### config.mk
export PLATFORM = sky130hd
export DESIGN_NAME = fpu_cmd_frontend
export DESIGN_NICKNAME = d
export VERILOG_FILES = /design/src/rtl/fpu_cmd_frontend.sv
export SDC_FILE = /design/constraint.sdc
export NUM_CORES = 1
export LEC_CHECK = 0
export BUFFER_PORTS_ARGS = -buffer_cell sky130_fd_sc_hd__buf_2
export CAP_MARGIN = 30
export CORE_ASPECT_RATIO = 0.9
export CORE_MARGIN = 10
export CORE_UTILIZATION = 35
export DETAILED_ROUTE_END_ITERATION = 8
export GPL_ROUTABILITY_DRIVEN = 0
export SLEW_MARGIN = 5
export SYNTH_ARGS = -nofsm -noshare
export SYNTH_HDL_FRONTEND = slang
export SYNTH_SLANG_ARGS = --single-unit
### constraint.sdc
create_clock -name clk -period 3.9 [get_ports clk]
set_input_delay 0.195 -clock clk [delete_from_list [all_inputs] [get_ports clk]]
set_output_delay 0.195 -clock clk [all_outputs]
set_load 0.1 [all_outputs]
### src/rtl/fpu_cmd_frontend.sv
// fpu_cmd_frontend: 8-bit host register file -> {op,A,B} command queue -> one-at-a-time FPU dispatch.
// CMD strobe to core_start is 2 cycles when idle; CMD writes into a full queue are dropped and flagged in qovf.
module fpu_cmd_frontend #(
    parameter int OP_W    = 32,
    parameter int DEPTH   = 4,
    parameter int TIMEOUT = 1024
) (
    input  logic            clk,
    input  logic            arst,
    input  logic [7:0]      databus_in,
    output logic [7:0]      databus_out,
    input  logic [5:0]      addr,
    input  logic            cs,
    input  logic            rd,
    input  logic            wr,
    input  logic            end_ack,
    output logic            cmd_end,
    output logic            busy,
    output logic [3:0]      core_op,
    output logic [OP_W-1:0] core_a,
    output logic [OP_W-1:0] core_b,
    output logic            core_start,
    input  logic            core_done,
    input  logic [OP_W-1:0] core_result,
    input  logic [3:0]      core_flags
);
    localparam int NB = OP_W / 8;
    localparam int PW = (DEPTH > 1) ? $clog2(DEPTH) : 1;
    localparam int EW = 4 + 2 * OP_W;
    localparam int TW = $clog2(TIMEOUT + 2);
    localparam logic [TW-1:0] TMO_LAST = TW'((TIMEOUT > 0) ? TIMEOUT - 1 : 0);
    localparam logic [PW:0]   FULL_CNT = (PW + 1)'(DEPTH);

    typedef enum logic [1:0] {S_IDLE, S_ISSUE, S_WAIT, S_DONE} state_t;

    state_t          state_q;
    logic            wr_q;
    logic [OP_W-1:0] a_q, b_q, result_q, core_a_q, core_b_q;
    logic [3:0]      flags_q, core_op_q;
    logic            tmo_q, qovf_q, cmd_end_q, core_start_q;
    logic [7:0]      databus_q, rd_data_d;
    logic [TW-1:0]   tmo_cnt_q;
    logic [EW-1:0]   mem_q [DEPTH];
    logic [PW-1:0]   wptr_q, rptr_q;
    logic [PW:0]     count_q;

    logic       wr_stb, cmd_wr, stat_wr, q_empty, q_full, pop, push, tmo_hit;
    logic [7:0] status;

    assign wr_stb  = !cs && !wr && wr_q;
    assign cmd_wr  = wr_stb && (addr == 6'h10);
    assign stat_wr = wr_stb && (addr == 6'h11);
    assign q_empty = (count_q == '0);
    assign q_full  = (count_q == FULL_CNT);
    assign pop     = (state_q == S_IDLE) && !q_empty;
    // A pop in the same cycle frees a slot, so a full queue still accepts the write.
    assign push    = cmd_wr && (!q_full || pop);
    assign tmo_hit = (TIMEOUT > 0) && (tmo_cnt_q == TMO_LAST);
    assign busy    = (state_q != S_IDLE) || !q_empty;
    assign status  = {flags_q, tmo_q, qovf_q, cmd_end_q, busy};

    always_comb begin
        rd_data_d = 8'h00;
        for (int i = 0; i < NB; i++) begin
            if (addr == 6'(i))      rd_data_d = a_q[8*i +: 8];
            if (addr == 6'(8 + i))  rd_data_d = b_q[8*i +: 8];
            if (addr == 6'(24 + i)) rd_data_d = result_q[8*i +: 8];
        end
        if (addr == 6'h11) rd_data_d = status;
    end

    always_ff @(posedge clk) begin
        if (arst) begin
            wr_q      <= 1'b1;
            a_q       <= '0;
            b_q       <= '0;
            qovf_q    <= 1'b0;
            wptr_q    <= '0;
            rptr_q    <= '0;
            count_q   <= '0;
            databus_q <= 8'h00;
        end else begin
            wr_q      <= wr;
            databus_q <= (!cs && !rd) ? rd_data_d : 8'h00;
            if (wr_stb) begin
                for (int i = 0; i < NB; i++) begin
                    if (addr == 6'(i))     a_q[8*i +: 8] <= databus_in;
                    if (addr == 6'(8 + i)) b_q[8*i +: 8] <= databus_in;
                end
            end
            if (stat_wr && databus_in[2]) qovf_q <= 1'b0;
            if (cmd_wr && !push)          qovf_q <= 1'b1;
            if (push) wptr_q <= wptr_q + 1'b1;
            if (pop)  rptr_q <= rptr_q + 1'b1;
            case ({push, pop})
                2'b10:   count_q <= count_q + 1'b1;
                2'b01:   count_q <= count_q - 1'b1;
                default: ;
            endcase
        end
    end

    always_ff @(posedge clk) begin
        if (push) mem_q[wptr_q] <= {databus_in[3:0], a_q, b_q};
    end

    always_ff @(posedge clk) begin
        if (arst) begin
            state_q      <= S_IDLE;
            core_op_q    <= '0;
            core_a_q     <= '0;
            core_b_q     <= '0;
            core_start_q <= 1'b0;
            cmd_end_q    <= 1'b0;
            result_q     <= '0;
            flags_q      <= '0;
            tmo_q        <= 1'b0;
            tmo_cnt_q    <= '0;
        end else begin
            if (stat_wr && databus_in[3]) tmo_q <= 1'b0;
            case (state_q)
                S_IDLE: begin
                    if (!q_empty) begin
                        {core_op_q, core_a_q, core_b_q} <= mem_q[rptr_q];
                        core_start_q <= 1'b1;
                        state_q      <= S_ISSUE;
                    end
                end
                S_ISSUE: begin
                    core_start_q <= 1'b0;
                    tmo_cnt_q    <= '0;
                    state_q      <= S_WAIT;
                end
                S_WAIT: begin
                    if (core_done) begin
                        result_q  <= core_result;
                        flags_q   <= core_flags;
                        cmd_end_q <= 1'b1;
                        state_q   <= S_DONE;
                    end else if (tmo_hit) begin
                        result_q  <= '0;
                        flags_q   <= '0;
                        tmo_q     <= 1'b1;
                        cmd_end_q <= 1'b1;
                        state_q   <= S_DONE;
                    end else begin
                        tmo_cnt_q <= tmo_cnt_q + 1'b1;
                    end
                end
                S_DONE: begin
                    // Only an ack sampled here counts, so a held-high ack still yields a one-cycle cmd_end.
                    if (end_ack) begin
                        cmd_end_q <= 1'b0;
                        state_q   <= S_IDLE;
                    end
                end
                default: state_q <= S_IDLE;
            endcase
        end
    end

    assign databus_out = databus_q;
    assign cmd_end     = cmd_end_q;
    assign core_op     = core_op_q;
    assign core_a      = core_a_q;
    assign core_b      = core_b_q;
    assign core_start  = core_start_q;

endmodule

==> flow_summary_export.csv, run 1 <==
group,metric,value,unit
clock_network,htree_levels,2,
power,power_frac_seq,0.396,
logic_synthesis,synth_nets,1427,
sta,tightest_slew,0.973,ns
routing,drc,0,
critical_path,cp-start-kind,"primary input",
job,cap_violations,0,
grt,overflow,0,
placed_design,dp.cells,2107,
clock_network,clockRootBuffer,"clkbuf_16",
sta,holdWs,0.0458,ns
sta,rsz0062_at_grt,"no",
routing,via_per_inst,5.25,
clock_network,cts.sinks,473,
finish,finalCoreUtilization,0.420,
clock_network,cts_buffers,50,
critical_path,critPathLaunch,"wr",
critical_path,required,4.18,ns
logic_synthesis,synth_edf_count,272,
sta,finClkSkew,0.0177,ns
logic_synthesis,ys.flop_type,"edfxtp_1",
finish,area_delta_synth_final,19.3,%
sta,min_period,2.86,ns
placed_design,place_ws,0.993,ns
critical_path,r2r_cells,4,
power,pwr-share-comb,0.280,
sta,period_share,0.733,
critical_path,end_kind,"flop",
finish,drive_gt1_frac,0.205,
power,p_clk_frac,0.324,
clock_network,cts_tree,"built",
finish,antenna_cells,0,
logic_synthesis,syn-cell-area,18100,um^2
critical_path,critPathSlowestCell,"or3b_1",
placed_design,dp_hpwl,32500,um
grt,grt_pass1_vias,11300,
grt,grt_pass1_wl,72900,um
routing,drt_first_pass_iters,6,
logic_synthesis,async_reset_ff_frac,0,
clock_network,clkLatencyLatePin,0.58,ns
placed_design,numPortBuffers,135,
finish,fillerInstances,4715,
grt,gr-max-usage-layer,"met2",
sta,slew_headroom,0.352,
critical_path,cp.arrival,3.14,ns
routing,vias,11800,
critical_path,rrSetupSlack,1.04,ns
power,swShare,0.362,
finish,instances_no_fill,2243,
logic_synthesis,post_synth_num_cell_types,75,
die,die_w,260,um
clock_network,clock_path_buffers,3,
finish,seq_area,12200,um^2
die,fp.dieH,236,um
finish,multi_input_area,5570,um^2
critical_path,worstReg2RegStart,"wr_q",
die,core_area,51500,um^2
placed_design,placed_area,19600,um^2
critical_path,r2r-end,"mem_q[2][59]",
power,intPower,9.29,mW
critical_path,crit_chain,"dlygate4sd3_1, buf_2, or3b_1, nor4_2, and2_2, buf_12",
critical_path,critPathMaxStageDelay,0.68,ns
power,p_per_area,673,nW/um^2
die,io_pins,136,
logic_synthesis,yosysWarnings,0,
die,die_area,61300,um^2
die,fp-row-count,79,
logic_synthesis,avgSynthCellArea,13.3,um^2
grt,antenna_found_initial,5,
sta,finalWorstSetupSlack,1.04,ns
finish,fin_area,21600,um^2
sta,hold_viol_final,0,
critical_path,critPathBufInv,3,
routing,ant_nets,0,
critical_path,critPathCapture,"mem_q[2][59]",
grt,grt_use_total,0.155,
power,fin_total_pwr,14.6,mW
power,p_sw,5.27,mW
clock_network,cts.clk_slew.worst_paths,0.06,ns
grt,grt_max_degree,85,
routing,wl_per_cell,21.7,um
sta,slew_violations,0,
grt,met1_usage,0.219,
grt,use_met2,0.235,
logic_synthesis,ys_seq_area_frac,0.672,
finish,fin_nets,1580,
logic_synthesis,synthCells,1360,
clock_network,cts_resized,0,
grt,grtUsageMet3,0.0370,
routing,drt_iter0_drc,1019,
critical_path,critPathMaxFanout,27,
critical_path,worstSetupPathType,"primary input to flop",
sta,setup_viol,0,
die,start_util,0.352,
logic_synthesis,ys_ff_latch,473,
power,leakagePower,7.43,nW
sta,finalSetupTns,0,ns
run_status,status,"finished clean",
min_path,hold_path.class,"primary input to flop",
critical_path,worst_path_dominant_cell_family,"simple AND/OR/NAND/NOR gates",
power,irDropWorstVdd,350,uV
routing,wl,48600,um
critical_path,path_depth,6,
sta,clock.fmax,350,MHz
## cell type report
class	instances	share of cell area
Clock buffer	73	0.0637
Clock inverter	21	0.0117
Inverter	11	0.00191
Multi-Input combinational cell	784	0.257
Sequential cell	473	0.564
Tap cell	688	0.0398
Timing Repair Buffer	193	0.0614
## cells by family (layout without fill, tap and decap cells)
family          after synthesis  in the layout  share of synthesized area
flops                       473            473                      0.672
simple gates                422            422                      0.107
compound gates              255            255                     0.0911
buf+inv                     103            298                     0.0226
mux                          89             89                     0.0961
fa+ha+maj                    10             10                    0.00732
xor+xnor                      8              8                    0.00386
## power by group through the flow
stage          Combinational, mW  Clock, mW  Sequential (mW)
6_report                    4.07       4.72             5.76
2_1_floorplan               1.51          0             7.57
3_3_place_gp                4.07          0             5.86
5_1_grt                     4.36       5.03             5.80
4_1_cts                     4.15       4.82             5.76
3_5_place_dp                4.11          0             5.87
## synth_stat cells, types with 8 or more instances
master	count	area (um^2)
nor2_1	60	225
ha_1	9	113
buf_2	14	70.1
nor3_1	15	75.1
or3_1	12	75.1
nand2b_1	10	62.6
o21ai_0	13	65.1
inv_1	10	37.5
mux2i_1	20	200
nand2_1	224	841
clkbuf_1	69	259
and3_1	10	62.6
mux4_2	68	1530
edfxtp_1	272	8170
dfxtp_1	201	4020
a22oi_1	11	82.6
nand3_1	46	230
a21oi_1	129	646
a22o_1	41	359
o22ai_1	8	50.1
## layer usage
layer,wire [um],share of wire
met4,805,0.017
met3,3970,0.082
met5,11,0.00023
met1,21900,0.45
met2,21900,0.45
## flip-flops by register name, summed over array words and instances (netlist names), 2 cells and up
register     flops
a_q             32
b_q             32
core_a          32
core_b          32
core_op          4
count_q          3
databus_out      8
flags_q          4
mem_q          272
result_q        32
rptr_q           2
state_q          2
tmo_cnt_q       11
wptr_q           2
## worst min-delay path by stage
| stage | from | endpoint | cells past startpoint |
|---|---|---|---|
| finish | databus_in[4] | b_q[28] | 3 |
| detailed placement | core_result[8] | result_q[8] | 2 |
| global route | databus_in[4] | b_q[20] | 3 |
| global placement | core_result[3] | result_q[3] | 2 |
| CTS | databus_in[4] | b_q[28] | 3 |
| floorplan | databus_in[0] | mem_q[0][64] | 0 |
## what timing repair did
item                                   in CTS  in global routing
endpoints found under the hold margin      52                  0
buffers inserted                            0                  0
setup endpoints to repair                   0                  0
hold buffers                               41                  0
## placed cells by master, fill, tap and decap left out, types with 4 or more instances in the layout
master,instances
a211oi_1,4
a21oi_1,128
a222oi_1,4
a22o_1,41
a22oi_1,11
a31o_1,6
a31oi_1,6
and2_2,4
and3_1,10
buf_12,9
buf_2,134
buf_4,9
bufinv_16,5
clkbuf_1,20
clkbuf_16,51
clkinv_1,4
clkinv_2,7
dfxtp_1,199
dlygate4sd3_1,41
edfxtp_1,272
ha_1,9
inv_1,10
mux2i_1,20
mux4_2,68
nand2_1,224
nand2b_1,9
nand3_1,46
nor2_1,59
nor2b_1,7
nor3_1,15
o21ai_0,13
o22ai_1,8
o311ai_1,5
or3_1,12
or4_1,4
xnor2_1,7
## worst reg2reg max path, cell delays in order, from the launching register on
cell,delay (ns)
dfxtp_1,0.31
or3b_1,0.65
nor4_2,0.66
and2_2,0.63
buf_12,0.29
No activity file was read; power rests on OpenSTA's default activity.
==> run 2: changes to the inputs <==
==> constraint.sdc (replaced) <==
create_clock -name clk -period 2.6 [get_ports clk]
set_input_delay 0.13 -clock clk [delete_from_list [all_inputs] [get_ports clk]]
set_output_delay 0.13 -clock clk [all_outputs]
set_load 0.1 [all_outputs]
==> run 2 against run 1 <==
  * Non-clock buffer count is 28 higher
  * First-iteration DRC count is 41% higher
  * Critical path depth is 2 higher
==> flow_summary_export.csv, run 2 (synthesis results as in run 1) <==
group,metric,value,unit
clock_network,cts.clk_slew.worst_paths,0.06,ns
finish,fillerInstances,4692,
routing,drt_first_pass_iters,8,
min_path,hold_path.class,"primary input to flop",
finish,drive_gt1_frac,0.219,
clock_network,hold_buffers,49,
die,fp-row-count,79,
job,cap_violations,0,
power,p_per_area,999,nW/um^2
finish,largest-register,"mem_q",
sta,hold_viol_final,0,
clock_network,clockRootBuffer,"clkbuf_16",
sta,period_share,0.860,
routing,vias,11900,
die,die_w,260,um
clock_network,cts_tree,"built",
routing,drt_iter0_drc,1432,
sta,rsz0062_at_grt,"no",
finish,seq_area,12200,um^2
placed_design,numPortBuffers,135,
sta,finClkSkew,0.0193,ns
critical_path,worstReg2RegStart,"tmo_cnt_q[0]",
clock_network,cts_resized,0,
finish,fin_area,21900,um^2
critical_path,critPathMaxFanout,5,
critical_path,end_kind,"flop",
sta,slew_violations,0,
grt,grt_pass1_wl,74200,um
routing,via_per_inst,5.23,
clock_network,cts_setup_buffers,0,
power,irDropWorstVdd,647,uV
routing,drc,0,
clock_network,clkLatencyLatePin,0.59,ns
critical_path,required,3.06,ns
placed_design,dp_hpwl,33800,um
clock_network,cts_buffers,49,
clock_network,clock_path_buffers,3,
finish,final_cell_mix,"edfxtp_1 (272), nand2_1 (224), dfxtp_1 (199), buf_2 (134), a21oi_1 (128)",
grt,grt_max_degree,70,
placed_design,place_ws,0.361,ns
clock_network,htree_levels,2,
grt,antenna_found_initial,2,
sta,finalWorstSetupSlack,0.365,ns
die,start_util,0.352,
routing,wl_per_cell,21.7,um
critical_path,rrSetupSlack,0.36,ns
sta,min_period,2.24,ns
critical_path,cp.arrival,2.70,ns
sta,finalSetupTns,0,ns
critical_path,critPathCapture,"cmd_end",
sta,slew_headroom,0.461,
critical_path,r2r_cells,8,
critical_path,worstSetupPathType,"flop to flop",
power,leakagePower,7.57,nW
grt,grt_use_total,0.158,
finish,multi_input_area,5560,um^2
finish,fin_nets,1607,
critical_path,critPathLaunch,"tmo_cnt_q[0]",
grt,grt_pass1_vias,11800,
finish,area_delta_synth_final,20.8,%
finish,largest_register_ffs,272,
die,die_area,61300,um^2
die,fp.dieH,236,um
power,fin_total_pwr,21.9,mW
die,io_pins,136,
critical_path,cp-start-kind,"flop",
die,core_area,51500,um^2
finish,final_common_cell,"edfxtp_1",
clock_network,cts.sinks,473,
sta,tightest_slew,0.798,ns
routing,ant_nets,0,
sta,clock.fmax,447,MHz
sta,holdWs,0.159,ns
run_status,status,"finished clean",
placed_design,placed_area,19800,um^2
grt,overflow,0,
critical_path,r2r-end,"cmd_end",
routing,wl,49300,um
sta,setup_viol,0,
==> run 2: through the flow <==
step,instances,utilization
global placement,2127,0.383
finish,2272,0.425
CTS,2269,0.425
detailed placement,2128,0.384
global route,2269,0.425
floorplan,1360,-
==> run 2: critical path, cell delays in order, from the launching register on <==
cell,delay [ns]
dfxtp_1,0.39
ha_1,0.22
nand2_1,0.12
o41ai_1,0.36
buf_4,0.20
nand2_1,0.05
o211ai_1,0.11
a21oi_1,0.09
dlygate4sd3_1,0.58
==> run 2: routing by layer <==
layer | vias to the layer above | wire [um] | GRT usage
met5 | - | 0 | 0
met4 | 0 | 1310 | 0.0496
met3 | 93 | 4620 | 0.0445
met2 | 446 | 22300 | 0.242
met1 | 5899 | 21100 | 0.212
li1 | 5451 | - | -
==> run 2: power by group <==
part	total [mW]	internal, mW	switching (mW)	leakage, nW
sequential	8.65	8.31	0.337	4.17
combinational	6.13	1.46	4.68	2.61
clock	7.10	4.16	2.94	0.789
total	21.9	13.9	7.95	7.57
==> run 2: how the worst min path moves through the flow <==
stage / endpoint / slack, ns / start / cells after the start
6_report: databus_out[2] / 0.16 / rd / 3
5_1_grt: databus_out[2] / 0.18 / rd / 3
4_1_cts: databus_out[2] / 0.10 / rd / 3
3_5_place_dp: result_q[3] / 0.34 / core_result[3] / 2
3_3_place_gp: result_q[0] / 0.34 / core_result[0] / 2
2_1_floorplan: mem_q[0][64] / 0.23 / databus_in[0] / 0
==> run 2: area by class of cell <==
class,count,share of cell area
antenna,3,0.000343
clock buffer,62,0.0611
clock inverter,30,0.0137
inverter,11,0.00189
multi-input combinational,784,0.254
sequential,473,0.557
tap,688,0.0393
timing repair buffer,221,0.0729
